==> config.mk <==
export PLATFORM = sky130hd
export DESIGN_NAME = vram_arbiter
export DESIGN_NICKNAME = d
export VERILOG_FILES = /design/src/rtl/vram_arbiter.sv
export SDC_FILE = /design/constraint.sdc
export NUM_CORES = 1
export LEC_CHECK = 0
export CAP_MARGIN = 20
export CORE_UTILIZATION = 48
export CTS_CLUSTER_SIZE = 30
export DETAILED_ROUTE_END_ITERATION = 6
export HOLD_SLACK_MARGIN = 0.15
export PLACE_DENSITY = 0.83
export SLEW_MARGIN = 20
export SYNTH_ARGS = -nofsm -noshare
export SYNTH_HDL_FRONTEND = slang
export SYNTH_SLANG_ARGS = --single-unit
==> constraint.sdc <==
create_clock -name clk -period 5.1 [get_ports clk]
set_input_delay 1.02 -clock clk [delete_from_list [all_inputs] [get_ports clk]]
set_output_delay 1.02 -clock clk [all_outputs]
set_load 0.005 [all_outputs]
==> src/rtl/vram_arbiter.sv <==
// vram_arbiter: two-requester arbiter and access sequencer for the CPU-side
// ports of the vram32, vram322 and vram8 banks.
// A flat word address is decoded into a bank and a word. Accesses are
// serialised through IDLE -> ISSUE -> CAPTURE -> DONE, one access every four
// cycles. Out-of-map accesses complete normally, write nothing and read 0.
// Optional feature macro: VRAM_ARB_ROUND_ROBIN_EN. When it is defined, a
// contended grant goes to the requester that was not granted last. When it
// is not defined, requester 0 has fixed priority.
module vram_arbiter #(
   parameter int W32_WORDS = 1056,
   parameter int W8_WORDS  = 8194
) (
   input  logic        clk,
   input  logic        nreset,
   input  logic [15:0] r0_addr,
   input  logic [31:0] r0_data,
   input  logic        r0_we,
   input  logic        r0_start,
   output logic        r0_busy,
   output logic        r0_done,
   output logic [31:0] r0_q,
   input  logic [15:0] r1_addr,
   input  logic [31:0] r1_data,
   input  logic        r1_we,
   input  logic        r1_start,
   output logic        r1_busy,
   output logic        r1_done,
   output logic [31:0] r1_q,
   output logic [13:0] vram32_addr,
   output logic [31:0] vram32_d,
   output logic        vram32_we,
   input  logic [31:0] vram32_q,
   output logic [13:0] vram322_addr,
   output logic [31:0] vram322_d,
   output logic        vram322_we,
   input  logic [31:0] vram322_q,
   output logic [13:0] vram8_addr,
   output logic [7:0]  vram8_d,
   output logic        vram8_we,
   input  logic [7:0]  vram8_q
);

   localparam logic [15:0] LIM_32    = 16'(W32_WORDS);
   localparam logic [15:0] LIM_322   = 16'(2 * W32_WORDS);
   localparam logic [15:0] LIM_8     = 16'(2 * W32_WORDS + W8_WORDS);
   localparam logic [1:0]  BANK_32   = 2'd0;
   localparam logic [1:0]  BANK_322  = 2'd1;
   localparam logic [1:0]  BANK_8    = 2'd2;
   localparam logic [1:0]  BANK_NONE = 2'd3;

   typedef enum logic [1:0] {
      IDLE    = 2'd0,
      ISSUE   = 2'd1,
      CAPTURE = 2'd2,
      DONE    = 2'd3
   } state_t;

   // Bank selected by a flat address; anything past vram8 is unmapped.
   function automatic logic [1:0] bank_of(input logic [15:0] a);
      logic [1:0] b;
      if (a < LIM_32) begin
         b = BANK_32;
      end else if (a < LIM_322) begin
         b = BANK_322;
      end else if (a < LIM_8) begin
         b = BANK_8;
      end else begin
         b = BANK_NONE;
      end
      return b;
   endfunction

   // Word offset inside the selected bank.
   function automatic logic [13:0] word_of(input logic [15:0] a);
      logic [15:0] w;
      if (a < LIM_32) begin
         w = a;
      end else if (a < LIM_322) begin
         w = a - LIM_32;
      end else begin
         w = a - LIM_322;
      end
      return 14'(w);
   endfunction

   state_t      state_r, next_s;
   logic [1:0]  start_s;
   logic [15:0] in_addr_s [2];
   logic [31:0] in_data_s [2];
   logic [1:0]  in_we_s;
   logic [1:0]  pend_r;
   logic [15:0] addr_r [2];
   logic [31:0] data_r [2];
   logic [1:0]  we_r;
   logic        gnt_s, gnt_r;
   logic        grant_s;
   logic [1:0]  bank_r;
   logic [15:0] sel_addr_s;
   logic [31:0] sel_data_s;
   logic        sel_we_s;
   logic [1:0]  sel_bank_s;
   logic [13:0] sel_word_s;
   logic [31:0] cap_s;
   logic [1:0]  done_r;
   logic [31:0] q_r [2];
   logic [13:0] vram32_addr_r, vram322_addr_r, vram8_addr_r;
   logic [31:0] vram32_d_r, vram322_d_r;
   logic [7:0]  vram8_d_r;
   logic        vram32_we_r, vram322_we_r, vram8_we_r;

   assign start_s      = {r1_start, r0_start};
   assign in_addr_s[0] = r0_addr;
   assign in_addr_s[1] = r1_addr;
   assign in_data_s[0] = r0_data;
   assign in_data_s[1] = r1_data;
   assign in_we_s      = {r1_we, r0_we};

   // Pending flags and request fields: set by an accepted start, cleared on completion.
   always_ff @(posedge clk or negedge nreset) begin
      if (!nreset) begin
         pend_r <= 2'b00;
         we_r   <= 2'b00;
         for (int n = 0; n < 2; n++) begin
            addr_r[n] <= 16'd0;
            data_r[n] <= 32'd0;
         end
      end else begin
         for (int n = 0; n < 2; n++) begin
            if ((state_r == CAPTURE) && (gnt_r == 1'(n))) begin
               pend_r[n] <= 1'b0;
            end else if (start_s[n] && !pend_r[n]) begin
               pend_r[n] <= 1'b1;
               addr_r[n] <= in_addr_s[n];
               data_r[n] <= in_data_s[n];
               we_r[n]   <= in_we_s[n];
            end else begin
               pend_r[n] <= pend_r[n];
            end
         end
      end
   end

`ifdef VRAM_ARB_ROUND_ROBIN_EN
   logic last_r;

   // Round-robin pointer: remembers the requester granted most recently.
   always_ff @(posedge clk or negedge nreset) begin
      if (!nreset) begin
         last_r <= 1'b1;
      end else if (grant_s) begin
         last_r <= gnt_s;
      end else begin
         last_r <= last_r;
      end
   end
`endif

   // Grant choice among the pending requesters.
   always_comb begin
      gnt_s = 1'b0;
      if (pend_r == 2'b11) begin
`ifdef VRAM_ARB_ROUND_ROBIN_EN
         gnt_s = ~last_r;
`else
         gnt_s = 1'b0;
`endif
      end else if (pend_r[1]) begin
         gnt_s = 1'b1;
      end else begin
         gnt_s = 1'b0;
      end
   end

   assign grant_s    = (state_r == IDLE) && (pend_r != 2'b00);
   assign sel_addr_s = gnt_s ? addr_r[1] : addr_r[0];
   assign sel_data_s = gnt_s ? data_r[1] : data_r[0];
   assign sel_we_s   = gnt_s ? we_r[1] : we_r[0];
   assign sel_bank_s = bank_of(sel_addr_s);
   assign sel_word_s = word_of(sel_addr_s);

   // Sequencer state register.
   always_ff @(posedge clk or negedge nreset) begin
      if (!nreset) begin
         state_r <= IDLE;
      end else begin
         state_r <= next_s;
      end
   end

   // Sequencer next state: each access walks through four fixed cycles.
   always_comb begin
      next_s = IDLE;
      case (state_r)
         IDLE: begin
            if (pend_r != 2'b00) begin
               next_s = ISSUE;
            end else begin
               next_s = IDLE;
            end
         end
         ISSUE:   next_s = CAPTURE;
         CAPTURE: next_s = DONE;
         DONE:    next_s = IDLE;
         default: next_s = IDLE;
      endcase
   end

   // Bank port drive: address and data are loaded at grant and held; write enable lasts only for ISSUE.
   always_ff @(posedge clk or negedge nreset) begin
      if (!nreset) begin
         gnt_r          <= 1'b0;
         bank_r         <= BANK_32;
         vram32_addr_r  <= 14'd0;
         vram322_addr_r <= 14'd0;
         vram8_addr_r   <= 14'd0;
         vram32_d_r     <= 32'd0;
         vram322_d_r    <= 32'd0;
         vram8_d_r      <= 8'd0;
         vram32_we_r    <= 1'b0;
         vram322_we_r   <= 1'b0;
         vram8_we_r     <= 1'b0;
      end else begin
         vram32_we_r  <= 1'b0;
         vram322_we_r <= 1'b0;
         vram8_we_r   <= 1'b0;
         if (grant_s) begin
            gnt_r  <= gnt_s;
            bank_r <= sel_bank_s;
            case (sel_bank_s)
               BANK_32: begin
                  vram32_addr_r <= sel_word_s;
                  vram32_d_r    <= sel_data_s;
                  vram32_we_r   <= sel_we_s;
               end
               BANK_322: begin
                  vram322_addr_r <= sel_word_s;
                  vram322_d_r    <= sel_data_s;
                  vram322_we_r   <= sel_we_s;
               end
               BANK_8: begin
                  vram8_addr_r <= sel_word_s;
                  vram8_d_r    <= sel_data_s[7:0];
                  vram8_we_r   <= sel_we_s;
               end
               default: begin
                  vram32_we_r <= 1'b0;
               end
            endcase
         end else begin
            gnt_r <= gnt_r;
         end
      end
   end

   // Read data returned by the bank that was accessed; unmapped reads as 0.
   always_comb begin
      cap_s = 32'd0;
      case (bank_r)
         BANK_32:  cap_s = vram32_q;
         BANK_322: cap_s = vram322_q;
         BANK_8:   cap_s = {24'd0, vram8_q};
         default:  cap_s = 32'd0;
      endcase
   end

   // Completion: capture read data and raise a one-cycle done for the granted requester.
   always_ff @(posedge clk or negedge nreset) begin
      if (!nreset) begin
         done_r <= 2'b00;
         q_r[0] <= 32'd0;
         q_r[1] <= 32'd0;
      end else begin
         done_r <= 2'b00;
         if (state_r == CAPTURE) begin
            done_r[gnt_r] <= 1'b1;
            q_r[gnt_r]    <= cap_s;
         end else begin
            done_r <= 2'b00;
         end
      end
   end

   assign r0_busy      = pend_r[0];
   assign r1_busy      = pend_r[1];
   assign r0_done      = done_r[0];
   assign r1_done      = done_r[1];
   assign r0_q         = q_r[0];
   assign r1_q         = q_r[1];
   assign vram32_addr  = vram32_addr_r;
   assign vram32_d     = vram32_d_r;
   assign vram32_we    = vram32_we_r;
   assign vram322_addr = vram322_addr_r;
   assign vram322_d    = vram322_d_r;
   assign vram322_we   = vram322_we_r;
   assign vram8_addr   = vram8_addr_r;
   assign vram8_d      = vram8_d_r;
   assign vram8_we     = vram8_we_r;

endmodule
# Yosys cells after proc, flatten, opt, wreduce, memory -nomap -nowiden
# Index checks and enable logic that the tools add are counted.
# W data, S select, Z words.
[totals]
ff_bits = 288
inputBits = 174
output_inout_bits = 185
[op_classes]
add_sub_neg = 2
order_cmp = 7
n_eq_ne = 8
n_mux = 29
bitwise_logic = 4
reduce_logical = 20
[ops]
columns = ["cell", "count"]
rows = [
  ["$pmux W32 S3", 1],
  ["$bwmux W64", 1],
  ["$mux W32", 2],
  ["$demux W32 S1", 1],
  ["$mux W14", 2],
  ["$lt A16 B11 Y1 const B", 1],
  ["$lt A16 B12 Y1 const B", 1],
  ["$lt A16 B14 Y1 const B", 1],
  ["$mux W1", 16],
  ["$mux W16", 1],
  ["$sub A14 B11 Y14 const B", 1],
  ["$sub A14 B12 Y14 const B", 1],
  ["$eq A2 B2 Y1 const B", 5],
  ["$reduce_and A2 Y1", 5],
  ["$pmux W2 S4", 1],
  ["$logic_and A1 B1 Y1", 7],
  ["$eq A2 B1 Y1 const B", 3],
  ["$logic_not A2 Y1", 3],
  ["$mux W2", 3],
  ["$reduce_bool A2 Y1", 3],
  ["$not A1 Y1", 3],
  ["$ge A2 B2 Y1 const B", 1],
  ["$logic_not A1 Y1", 2],
  ["$lt A1 B2 Y1 const B", 1],
  ["4 further kinds", 4],
]

# Logic depth before layout (Yosys ltp)
# Gate-level depths: netlist (run 1).
[depth]
depth_word = 10
depth_mapped = 14
mapped_depth_nobuf = 10

# Worst setup path before layout (run 1)
# Ideal clock, no wire load.
[synth_timing]
kind = "flip-flop to flip-flop"
start = "reg pend_r[1]"
end = "reg vram322_addr_r[0], in the netlist vram322_addr[0]"
arrival_ns = 3.486
required_time_ns = 4.973
setup_slack_ns = 1.487
path_stages_with_launch = 15
period_less_slack_ns = 3.613
path_cell_list = "dfrtp_1 -> buf_2 -> nor2b_1 -> buf_2 -> buf_2 -> mux2i_1 -> ha_1 -> or4b_1 -> a32oi_1 -> and3_1 -> buf_4 -> nand3_1 -> buf_4 -> buf_6 -> mux2_1"
[synth_via]
elab_chain_len = 9
[synth_lines]
columns = ["item", "line_no", "source"]
rows = [
  ["start: declaration", "91", "logic [1:0] pend_r;"],
  ["start signal: indexed assignment", "137", "pend_r[n] <= pend_r[n];"],
  ["$eq A2 B2 Y1 / $mux W1 (equally long branches)", "161, 167", ""],
  ["$mux W1", "161", "if (pend_r == 2'b11) begin"],
  ["$mux W16", "175", "assign sel_addr_s = gnt_s ? addr_r[1] : addr_r[0];"],
  ["$lt A16 B14 Y1", "65", "end else if (a < LIM_8) begin"],
  ["$mux W1", "65", ""],
  ["$mux W2", "63", "end else if (a < LIM_322) begin"],
  ["$mux W2", "61", "if (a < LIM_32) begin"],
  ["$eq A2 B1 Y1", "229", "case (sel_bank_s)"],
  ["$reduce_and A2 Y1 (no source line)", "--", ""],
  ["end signal: assignment", "236", "vram322_addr_r <= sel_word_s;"],
  ["end: declaration", "106", "logic [13:0] vram32_addr_r, vram322_addr_r, vram8_addr_r;"],
]
# Parallel ways exist; a longest one is shown, timed or not.
# A chain may end at the register's enable or synchronous reset.

# Final worst setup path (run 1)
[layout_timing]
start = "reg pend_r[0]"
end = "reg vram322_d_r[16], in the netlist vram322_d[16]"
[layout_via]
elab_chain_len = 9
[layout_lines]
columns = ["item", "line_no", "source"]
rows = [
  ["$eq A2 B2 Y1", "161", ""],
  ["$mux W1", "161", ""],
  ["$mux W16", "175", ""],
  ["$lt A16 B14 Y1", "65", ""],
  ["$mux W1", "65", ""],
  ["$mux W2", "63", ""],
  ["$mux W2", "61", ""],
  ["$eq A2 B1 Y1", "229", ""],
  ["$reduce_and A2 Y1 (no source line)", "--", ""],
  ["end signal: assignment", "237", "vram322_d_r <= sel_data_s;"],
  ["end: declaration", "107", "logic [31:0] vram32_d_r, vram322_d_r;"],
]
# Parallel ways exist; a longest one is shown, timed or not.

==> flow_summary.ini, run 1 <==
[placement]
place_congestion = 0.884
hpwl_um = 23700
port_buffers = 358
placed_cell_area_um2 = 16200

[logic_synthesis]
synthFlopType = dfrtp_1
synth-simple-area-share_pct = 6.48
syn_avg_cell_area_um2 = 12.7
synth_compound_area_share_pct = 7.40
syn_inst = 968
ys_warn_count = 0
synthXorXnorAreaFrac_pct = 0.285
synth_top_family_by_area = multiplexers
syn_nets = 1148
post_synth_num_cell_types = 50
synthArstFlopShare_pct = 100
synthMuxAreaShare_pct = 23.9
synthAdderAreaFrac_pct = 0.610
synth_enable_flop_cells = 0
ys_ff_latch = 288
synth_area_um2 = 12300
seq_area_frac_synth_pct = 58.6

[sta]
fin_crit_ps = 4610
final.setup_skew_ps = 25.7
slew_violations = 0
hold_violations = 0
setup-violations-final = 0
tightest_slew_ps = 1000
fmax_mhz = 217
slew_headroom_pct = 33.3
tns_ps = 0
period_share_pct = 90.4
rsz0062_at_grt = no

[die]
die_w_um = 162
ios = 359
rows = 58
core-area_um2 = 25200
die_area_um2 = 26300
die_h_um = 162
start_util_pct = 48.8

[drt]
avgViaCountPerCell = 5.41
vias = 9011
drt-initial-drc-count = 404
highest_layer = met5
wl_met3_um = 3340
postRouteWirelength_um = 33800
dr.pass1.iters = 6
antenna_left = 0
wl_per_cell_um = 20.3
drc = 0
met2_length_um = 16700
wl_met1_um = 12700

[layout]
nets = 1492
drive_above_1_share_pct = 18.9
filler_cell_count = 1802
synthToLayoutAreaGrowth_pct = 40.0
seqCellArea_um2 = 7210
fin_area_um2 = 17200
multi_input_area_um2 = 4790

[status]
status = finished clean

[critical_path]
cp.arrival_ps = 5070
regToRegStartpoint = pend_r[0]$_DFFE_PN0P_
path_max_fanout = 26
critPathLaunchType = flop
worstPathRequired_ps = 5550
reg2reg_depth = 9
cp-end-kind = flop
rrSetupSlack_ps = 490
worstReg2RegEnd = vram322_d[16]$_DFFE_PN0P_
setup.worst_path.class = flop to flop

[clocking]
ctsHoldBuffers = 0
clock_path_buffers = 3
htree_levels = 1
cts.clk_slew.worst_paths_ps = 60
cts_resized = 0
cts_setup_buffers = 0
cts-root-buf = clkbuf_16
cts_tree = built
clock_latency_ps = 560
clock-sinks = 288
numCtsBuffers = 30

[worst_hold_path]
min_path_type = primary input to async pin

[global_routing]
antenna_found_initial = 2
grt_pass1_vias = 9377
grt_max_degree = 105
grt_pass1_wl_um = 52200
overflow = 0
grtUsageTotal_pct = 25.8

[power]
power.density_nw_per_um2 = 604
peakVddDrop_uv = 480
leakagePower_uw = 0.00765

[flow_run]
maxCapViolations = 0
==> where the power goes <==
group	switching, uW	internal, uW
clock network	899	1320
logic	1920	2330
registers	668	3250
==> how the worst max path moves through the flow <==
| stage | from | end | slack [ps] | cells past startpoint |
|---|---|---|---|---|
| floorplan | pend_r[1]$_DFFE_PN0P_ | vram322_addr[0]$_DFFE_PN0P_ | 1490 | 14 |
| global placement | pend_r[0]$_DFFE_PN0P_ | vram322_addr[12]$_DFFE_PN0P_ | 750 | 10 |
| detailed placement | pend_r[0]$_DFFE_PN0P_ | vram322_d[16]$_DFFE_PN0P_ | 570 | 10 |
| CTS | pend_r[0]$_DFFE_PN0P_ | vram322_d[16]$_DFFE_PN0P_ | 540 | 9 |
| global route | pend_r[0]$_DFFE_PN0P_ | vram322_d[16]$_DFFE_PN0P_ | 180 | 9 |
| finish | pend_r[0]$_DFFE_PN0P_ | vram322_d[16]$_DFFE_PN0P_ | 490 | 9 |
==> synthesized netlist by cell type (all sizes together), types with 2 or more instances <==
cell    instances  area, um^2
dfrtp         288        7210
mux2          199        2240
nand2          91         342
mux2i          70         701
o21ai          70         350
nor2           53         199
buf            32         176
clkbuf         31         116
o31ai          28         215
a21oi          19        95.1
inv            11        41.3
o211ai          8        65.1
ha              6        75.1
nand3           6        30.0
nor3            6        41.3
and2            5        31.3
or4b            5        50.1
and3            4        25.0
o21a            4        30.0
o31a            4        35.0
nor2b           3        18.8
xor2            3        26.3
a311oi          2        23.8
a31oi           2        12.5
nor4b           2        17.5
o311a           2        20.0
==> final cells by class <==
cell class | count | area share, %
clock inverter | 12 | 0.901
antenna | 1 | 0.0145
sequential | 288 | 41.8
inverter | 11 | 0.240
tap | 330 | 2.40
timing repair buffer | 375 | 21.8
multi-input combinational | 606 | 27.8
clock buffer | 44 | 5.01
==> routing by layer <==
layer	vias up	track usage, %
met5	-	0
met4	2	8.06
met3	58	8.76
met2	358	44.7
met1	4474	30.2
li1	4119	-
==> critical path: stages (launching register included) <==
cell	delay, ps
dfrtp_1	530
nor2b_2	520
mux2i_1	560
ha_1	340
or4b_1	440
a32oi_1	350
and3_1	460
nand3_2	670
buf_4	440
o21ai_0	190
==> registers in the layout, summed over array words and instances, names as in the netlist, 8 cells and up <==
name	cells
vram8_addr	14
addr_r	32
vram32_d	32
r0_q	32
data_r	64
vram322_d	32
vram322_addr	14
vram8_d	8
r1_q	32
vram32_addr	14
==> through the flow <==
stage / hold WS (ps) / utilization, % / total power (uW) / setup slack (ps) / instances
floorplan: 472 / - / 6100 / 1490 / 968
global placement: 460 / 64.2 / 8020 / 749 / 1608
detailed placement: 470 / 64.3 / 8190 / 573 / 1609
CTS: 483 / 68.3 / 10500 / 538 / 1665
global route: 496 / 68.4 / 11000 / 178 / 1667
finish: 456 / 68.4 / 10400 / 488 / 1667
==> placed cells by master, fill, tap and decap left out, types with 5 or more instances in the layout <==
master           Yosys  routed
clkdlybuf4s50_1      0     357
dfrtp_1            288     287
mux2_2             171     171
nand2_1             91      91
mux2i_1             70      70
o21ai_0             68      68
nor2_1              53      52
clkbuf_16            0      30
mux2_1              28      28
o31ai_1             27      27
a21oi_1             19      19
buf_4                2      14
inv_1               10      10
clkbuf_1            31       8
o211ai_1             7       7
ha_1                 6       6
clkbuf_8             0       6
nor3_1               5       5
nand3_1              6       5
or4b_1               5       5
and2_1               5       5
clkinv_2             0       5
==> cell families (layout without fill, tap and decap cells) <==
| kind of cell | count (synthesis) | count (layout) |
|---|---|---|
| adder cells (fa/ha/maj) | 6 | 6 |
| AO/OA/AOI/OAI | 146 | 146 |
| multiplexers | 269 | 269 |
| AND/OR/NAND/NOR | 181 | 181 |
| XOR/XNOR | 4 | 4 |
| flip-flops | 288 | 288 |
| other | 0 | 1 |
| buffers and inverters | 74 | 442 |
(Power assumes the default switching activity.)
==> inputs of run 2 (changes only) <==
--- a/config.mk
+++ b/config.mk
@@ -6,6 +6,7 @@
 export NUM_CORES = 1
 export LEC_CHECK = 0
 export CAP_MARGIN = 20
+export CORE_MARGIN = 10
 export CORE_UTILIZATION = 48
 export CTS_CLUSTER_SIZE = 30
 export DETAILED_ROUTE_END_ITERATION = 6
==> flow_summary.ini, run 2 (synthesis results as in run 1) <==
[layout]
mostFrequentLayoutCell = clkdlybuf4s50_1
final_util_pct = 68.7
final_cell_mix = clkdlybuf4s50_1 (357), dfrtp_1 (287), mux2_2 (171)
drive_above_1_share_pct = 18.8
seqCellArea_um2 = 7210
synthToLayoutAreaGrowth_pct = 40.6
multi_input_area_um2 = 4790
fin_area_um2 = 17300
largest_reg_flops = 64
top_register = data_r
nets = 1492
filler_cell_count = 1831

[critical_path]
crit_top_cell = buf_4
worstPathRequired_ps = 5550
path_max_fanout = 27
cp.arrival_ps = 4970
crit_chain = buf_4 > nor2b_2 > mux2_2 > inv_1 > ha_1 > or4b_1 > a32oi_1 > and3_1 > nand3_2 > buf_4 > o21ai_0
reg2reg_depth = 11
critPathLaunchType = flop
slowest_stage = nand3_2
regToRegStartpoint = pend_r[1]$_DFFE_PN0P_
worstReg2RegEnd = vram322_d[23]$_DFFE_PN0P_
max_stage_delay_ps = 680
setup.worst_path.class = flop to flop
rrSetupSlack_ps = 580
cp-end-kind = flop

[status]
status = finished clean

[drt]
vias = 9077
drc = 0
wl_per_cell_um = 22.3
postRouteWirelength_um = 37100
dr.pass1.iters = 4
avgViaCountPerCell = 5.45
antenna_left = 0
drt-initial-drc-count = 608

[clocking]
cts_resized = 0
numCtsBuffers = 30
htree_levels = 1
ctsHoldBuffers = 0
cts_setup_buffers = 0
cts.clk_slew.worst_paths_ps = 60
clock_path_buffers = 3
cts_tree = built
clock-sinks = 288
clock_latency_ps = 550
cts-root-buf = clkbuf_16

[die]
core-area_um2 = 25200
start_util_pct = 48.8
die_area_um2 = 32400
rows = 58
die_h_um = 180
die_w_um = 180
ios = 359

[worst_hold_path]
hold_path.startpoint = vram32_d[27]$_DFFE_PN0P_
min_to = vram32_d[27]$_DFFE_PN0P_
min_path_type = flop to flop
hold_depth = 2

[sta]
hold_violations = 0
fin_crit_ps = 4520
slew_violations = 0
period_share_pct = 88.7
setup-violations-final = 0
fmax_mhz = 221
tightest_slew_ps = 977
tns_ps = 0
final.setup_skew_ps = 17.1
rsz0062_at_grt = no
slew_headroom_pct = 34.6

[global_routing]
grt_max_degree = 117
antenna_found_initial = 4
grt_pass1_vias = 9732
grt_pass1_wl_um = 57600
overflow = 0
grtUsageTotal_pct = 22.0

[placement]
hpwl_um = 27100
port_buffers = 358
placed_cell_area_um2 = 16200
place_congestion = 0.888

[power]
power.density_nw_per_um2 = 613
peakVddDrop_uv = 353
leakagePower_uw = 0.00768

[flow_run]
maxCapViolations = 0
[run 2: worst max path at each step]
| stage | from | endpoint | slack [ps] |
|---|---|---|---|
| 2_1_floorplan | pend_r[1]$_DFFE_PN0P_ | vram322_addr[0]$_DFFE_PN0P_ | 1490 |
| 3_3_place_gp | pend_r[1]$_DFFE_PN0P_ | vram322_d[11]$_DFFE_PN0P_ | 800 |
| 3_5_place_dp | pend_r[1]$_DFFE_PN0P_ | vram322_d[23]$_DFFE_PN0P_ | 590 |
| 4_1_cts | pend_r[1]$_DFFE_PN0P_ | vram322_d[23]$_DFFE_PN0P_ | 600 |
| 5_1_grt | pend_r[1]$_DFFE_PN0P_ | vram322_d[23]$_DFFE_PN0P_ | 240 |
| 6_report | pend_r[1]$_DFFE_PN0P_ | vram322_d[23]$_DFFE_PN0P_ | 580 |
[run 2: power by group]
part	leakage (uW)	switching, uW	internal, uW
Combinational	0.00355	2000	2350
Clock	0.000516	894	1450
Sequential	0.00361	652	3260
Total	0.00768	3540	7050
[run 2: layer usage]
metal / wire, um / up-vias / global-route usage [%]
li1: - / 4108 / -
met1: 14900 / 4575 / 26.3
met2: 17800 / 339 / 37.0
met3: 3700 / 49 / 8.92
met4: 608 / 6 / 4.10
met5: 46 / - / 0
[run 2: critical path: cells and delay by family (launching register included)]
kind | cells | cell delay, ps
buffers and inverters | 3 | 830
DFF | 1 | 320
AOI/OAI and AO/OA | 2 | 590
and+or+nand+nor | 4 | 1990
adders and majority gates | 1 | 280
muxes | 1 | 420
[run 2: layout make-up]
cell class                 count  share of cell area, %
antenna                        1                 0.0145
sequential                   288                   41.7
tap                          330                   2.39
multi-input combinational    606                   27.7
clock buffer                  40                   4.85
timing repair buffer         375                   21.8
inverter                      11                  0.239
clock inverter                13                   1.30
[run 2: stage by stage]
stage / hold slack, ps / power (uW) / instances / setup WS [ps]
4_1_cts: 483 / 10700 / 1663 / 602
5_1_grt: 503 / 11200 / 1663 / 236
6_report: 481 / 10600 / 1664 / 578
2_1_floorplan: 472 / 6100 / 968 / 1490
3_3_place_gp: 461 / 8120 / 1609 / 800
3_5_place_dp: 469 / 8300 / 1610 / 591
==> inputs of run 3 (changes only) <==
--- a/config.mk
+++ b/config.mk
@@ -11,7 +11,7 @@
 export CTS_CLUSTER_SIZE = 30
 export DETAILED_ROUTE_END_ITERATION = 6
 export HOLD_SLACK_MARGIN = 0.15
-export PLACE_DENSITY = 0.83
+export PLACE_DENSITY_LB_ADDON = 0.2
 export SLEW_MARGIN = 20
 export SYNTH_ARGS = -nofsm -noshare
 export SYNTH_HDL_FRONTEND = slang
==> flow_summary.ini, run 3 (synthesis results as in run 1) <==
[clocking]
cts_resized = 0
cts-root-buf = clkbuf_16
ctsHoldBuffers = 0
clock_latency_ps = 540
numCtsBuffers = 30
cts_tree = built
clock_path_buffers = 3
clock-sinks = 288
cts.clk_slew.worst_paths_ps = 60
cts_setup_buffers = 0
htree_levels = 1

[critical_path]
critPathLaunchType = flop
path_max_fanout = 47
cp-end-kind = flop
slowest_stage = dfrtp_1
crit_chain = nor2b_2 > mux2_2 > inv_1 > ha_1 > or4b_1 > a32oi_1 > and3_1 > nand3_2 > buf_4 > mux2_1
worstPathRequired_ps = 5520
setup.worst_path.class = flop to flop
max_stage_delay_ps = 570
cp.arrival_ps = 4430

[layout]
top_register = data_r
nets = 1493
largest_reg_flops = 64
final_cell_mix = clkdlybuf4s50_1 (357), dfrtp_1 (287), mux2_2 (171)
mostFrequentLayoutCell = clkdlybuf4s50_1
multi_input_area_um2 = 4790
seqCellArea_um2 = 7210
filler_cell_count = 1914
synthToLayoutAreaGrowth_pct = 39.8
drive_above_1_share_pct = 18.7

[sta]
tns_ps = 0
fmax_mhz = 250
hold_violations = 0
timing.final.ws_setup_ps = 1090
slew_headroom_pct = 33.8
final.setup_skew_ps = 7.76
period_share_pct = 78.6
setup-violations-final = 0
slew_violations = 0
rsz0062_at_grt = no
fin_crit_ps = 4010
tightest_slew_ps = 994

[status]
status = finished clean

[global_routing]
grt_max_degree = 120
overflow = 0
grtUsageTotal_pct = 21.8
grt_pass1_vias = 9472
antenna_found_initial = 3
grt_pass1_wl_um = 57000

[placement]
pre_cts_ws_ps = 1150
port_buffers = 358
place_congestion = 0.883
hpwl_um = 26600

[drt]
postRouteWirelength_um = 36600
dr.pass1.iters = 5
wl_per_cell_um = 22.0
vias = 8891
drt-initial-drc-count = 581
antenna_left = 0
avgViaCountPerCell = 5.33
drc = 0

[power]
power.density_nw_per_um2 = 604
total_power_uw = 10400
p_int_uw = 6890
peakVddDrop_uv = 352
clockPowerShare_pct = 21.0
power_frac_seq_pct = 37.7
switching_share_pct = 33.7
power_frac_comb_pct = 41.4
p_sw_uw = 3490
leakagePower_uw = 0.00764

[die]
die_area_um2 = 32400
die_h_um = 180
start_util_pct = 48.8
rows = 58
core-area_um2 = 25200
ios = 359
die_w_um = 180

[flow_run]
maxCapViolations = 0

[worst_hold_path]
min_path_type = flop to flop
## run 3: cell count changes in the layout (fill, tap and decap cells not counted)
cell / delta
bufinv_16: -4
buf_4: +3
clkbuf_1: +3
clkbuf_8: +3
diode_2: +2
buf_12: -1
buf_16: -1
clkinv_2: +1
clkinv_4: -1
clkinvlp_4: -1
## run 3: final timing paths
path	start	slack (ps)	cells after the start	to
setup / recovery	pend_r[1]$_DFFE_PN0P_	1090	10	vram322_addr[1]$_DFFE_PN0P_
hold reg to reg	r1_q[7]$_DFFE_PN0P_	480	2	r1_q[7]$_DFFE_PN0P_
hold / removal	r1_q[7]$_DFFE_PN0P_	480	2	r1_q[7]$_DFFE_PN0P_
max in group asynchronous	nreset	3260	2	r0_q[15]$_DFFE_PN0P_
min in group asynchronous	nreset	540	1	done_r[1]$_DFF_PN0_
setup reg to reg	pend_r[1]$_DFFE_PN0P_	1090	10	vram322_addr[1]$_DFFE_PN0P_
## run 3: through the flow
step	instances	util [%]	hold WS [ps]	area (um^2)
after global placement	1610	64.3	463	16200
after CTS	1664	68.2	483	17200
after global routing	1668	68.3	498	17200
final	1668	68.3	478	17200
after detailed placement	1610	64.3	470	16200
after floorplan	968	-	472	12300
## run 3: critical path, delay by kind of cell (launching register included)
| kind | cells | cell delay (ps) |
|---|---|---|
| muxes | 2 | 800 |
| adders and majority gates | 1 | 290 |
| AOI/OAI and AO/OA | 1 | 370 |
| and+or+nand+nor | 4 | 1330 |
| DFF | 1 | 570 |
| buffers and inverters | 2 | 470 |
## run 3: final cells by class
cell class | instances | area share [%]
Antenna cell | 3 | 0.0437
Timing Repair Buffer | 376 | 21.8
Sequential cell | 288 | 41.9
Clock inverter | 8 | 0.538
Tap cell | 330 | 2.40
Clock buffer | 46 | 5.19
Inverter | 11 | 0.240
Multi-Input combinational cell | 606 | 27.9
## run 3: power by group through the flow
| stage | Combinational (uW) | Clock (uW) | Sequential, uW |
|---|---|---|---|
| 6_report | 4290 | 2170 | 3910 |
| 5_1_grt | 4670 | 2330 | 4050 |
| 4_1_cts | 4340 | 2220 | 3920 |
| 3_5_place_dp | 4320 | 0 | 3950 |
| 3_3_place_gp | 4240 | 0 | 3910 |
| 2_1_floorplan | 2330 | 0 | 3770 |
## run 3: metal layers
layer / part of all wire, % / GRT usage (%) / up-vias
met2: 48 / 36.0 / 298
met3: 7.9 / 7.05 / 45
met1: 42 / 26.7 / 4432
met4: 2.3 / 6.56 / 0
met5: 0 / 0 / -
li1: - / - / 4116
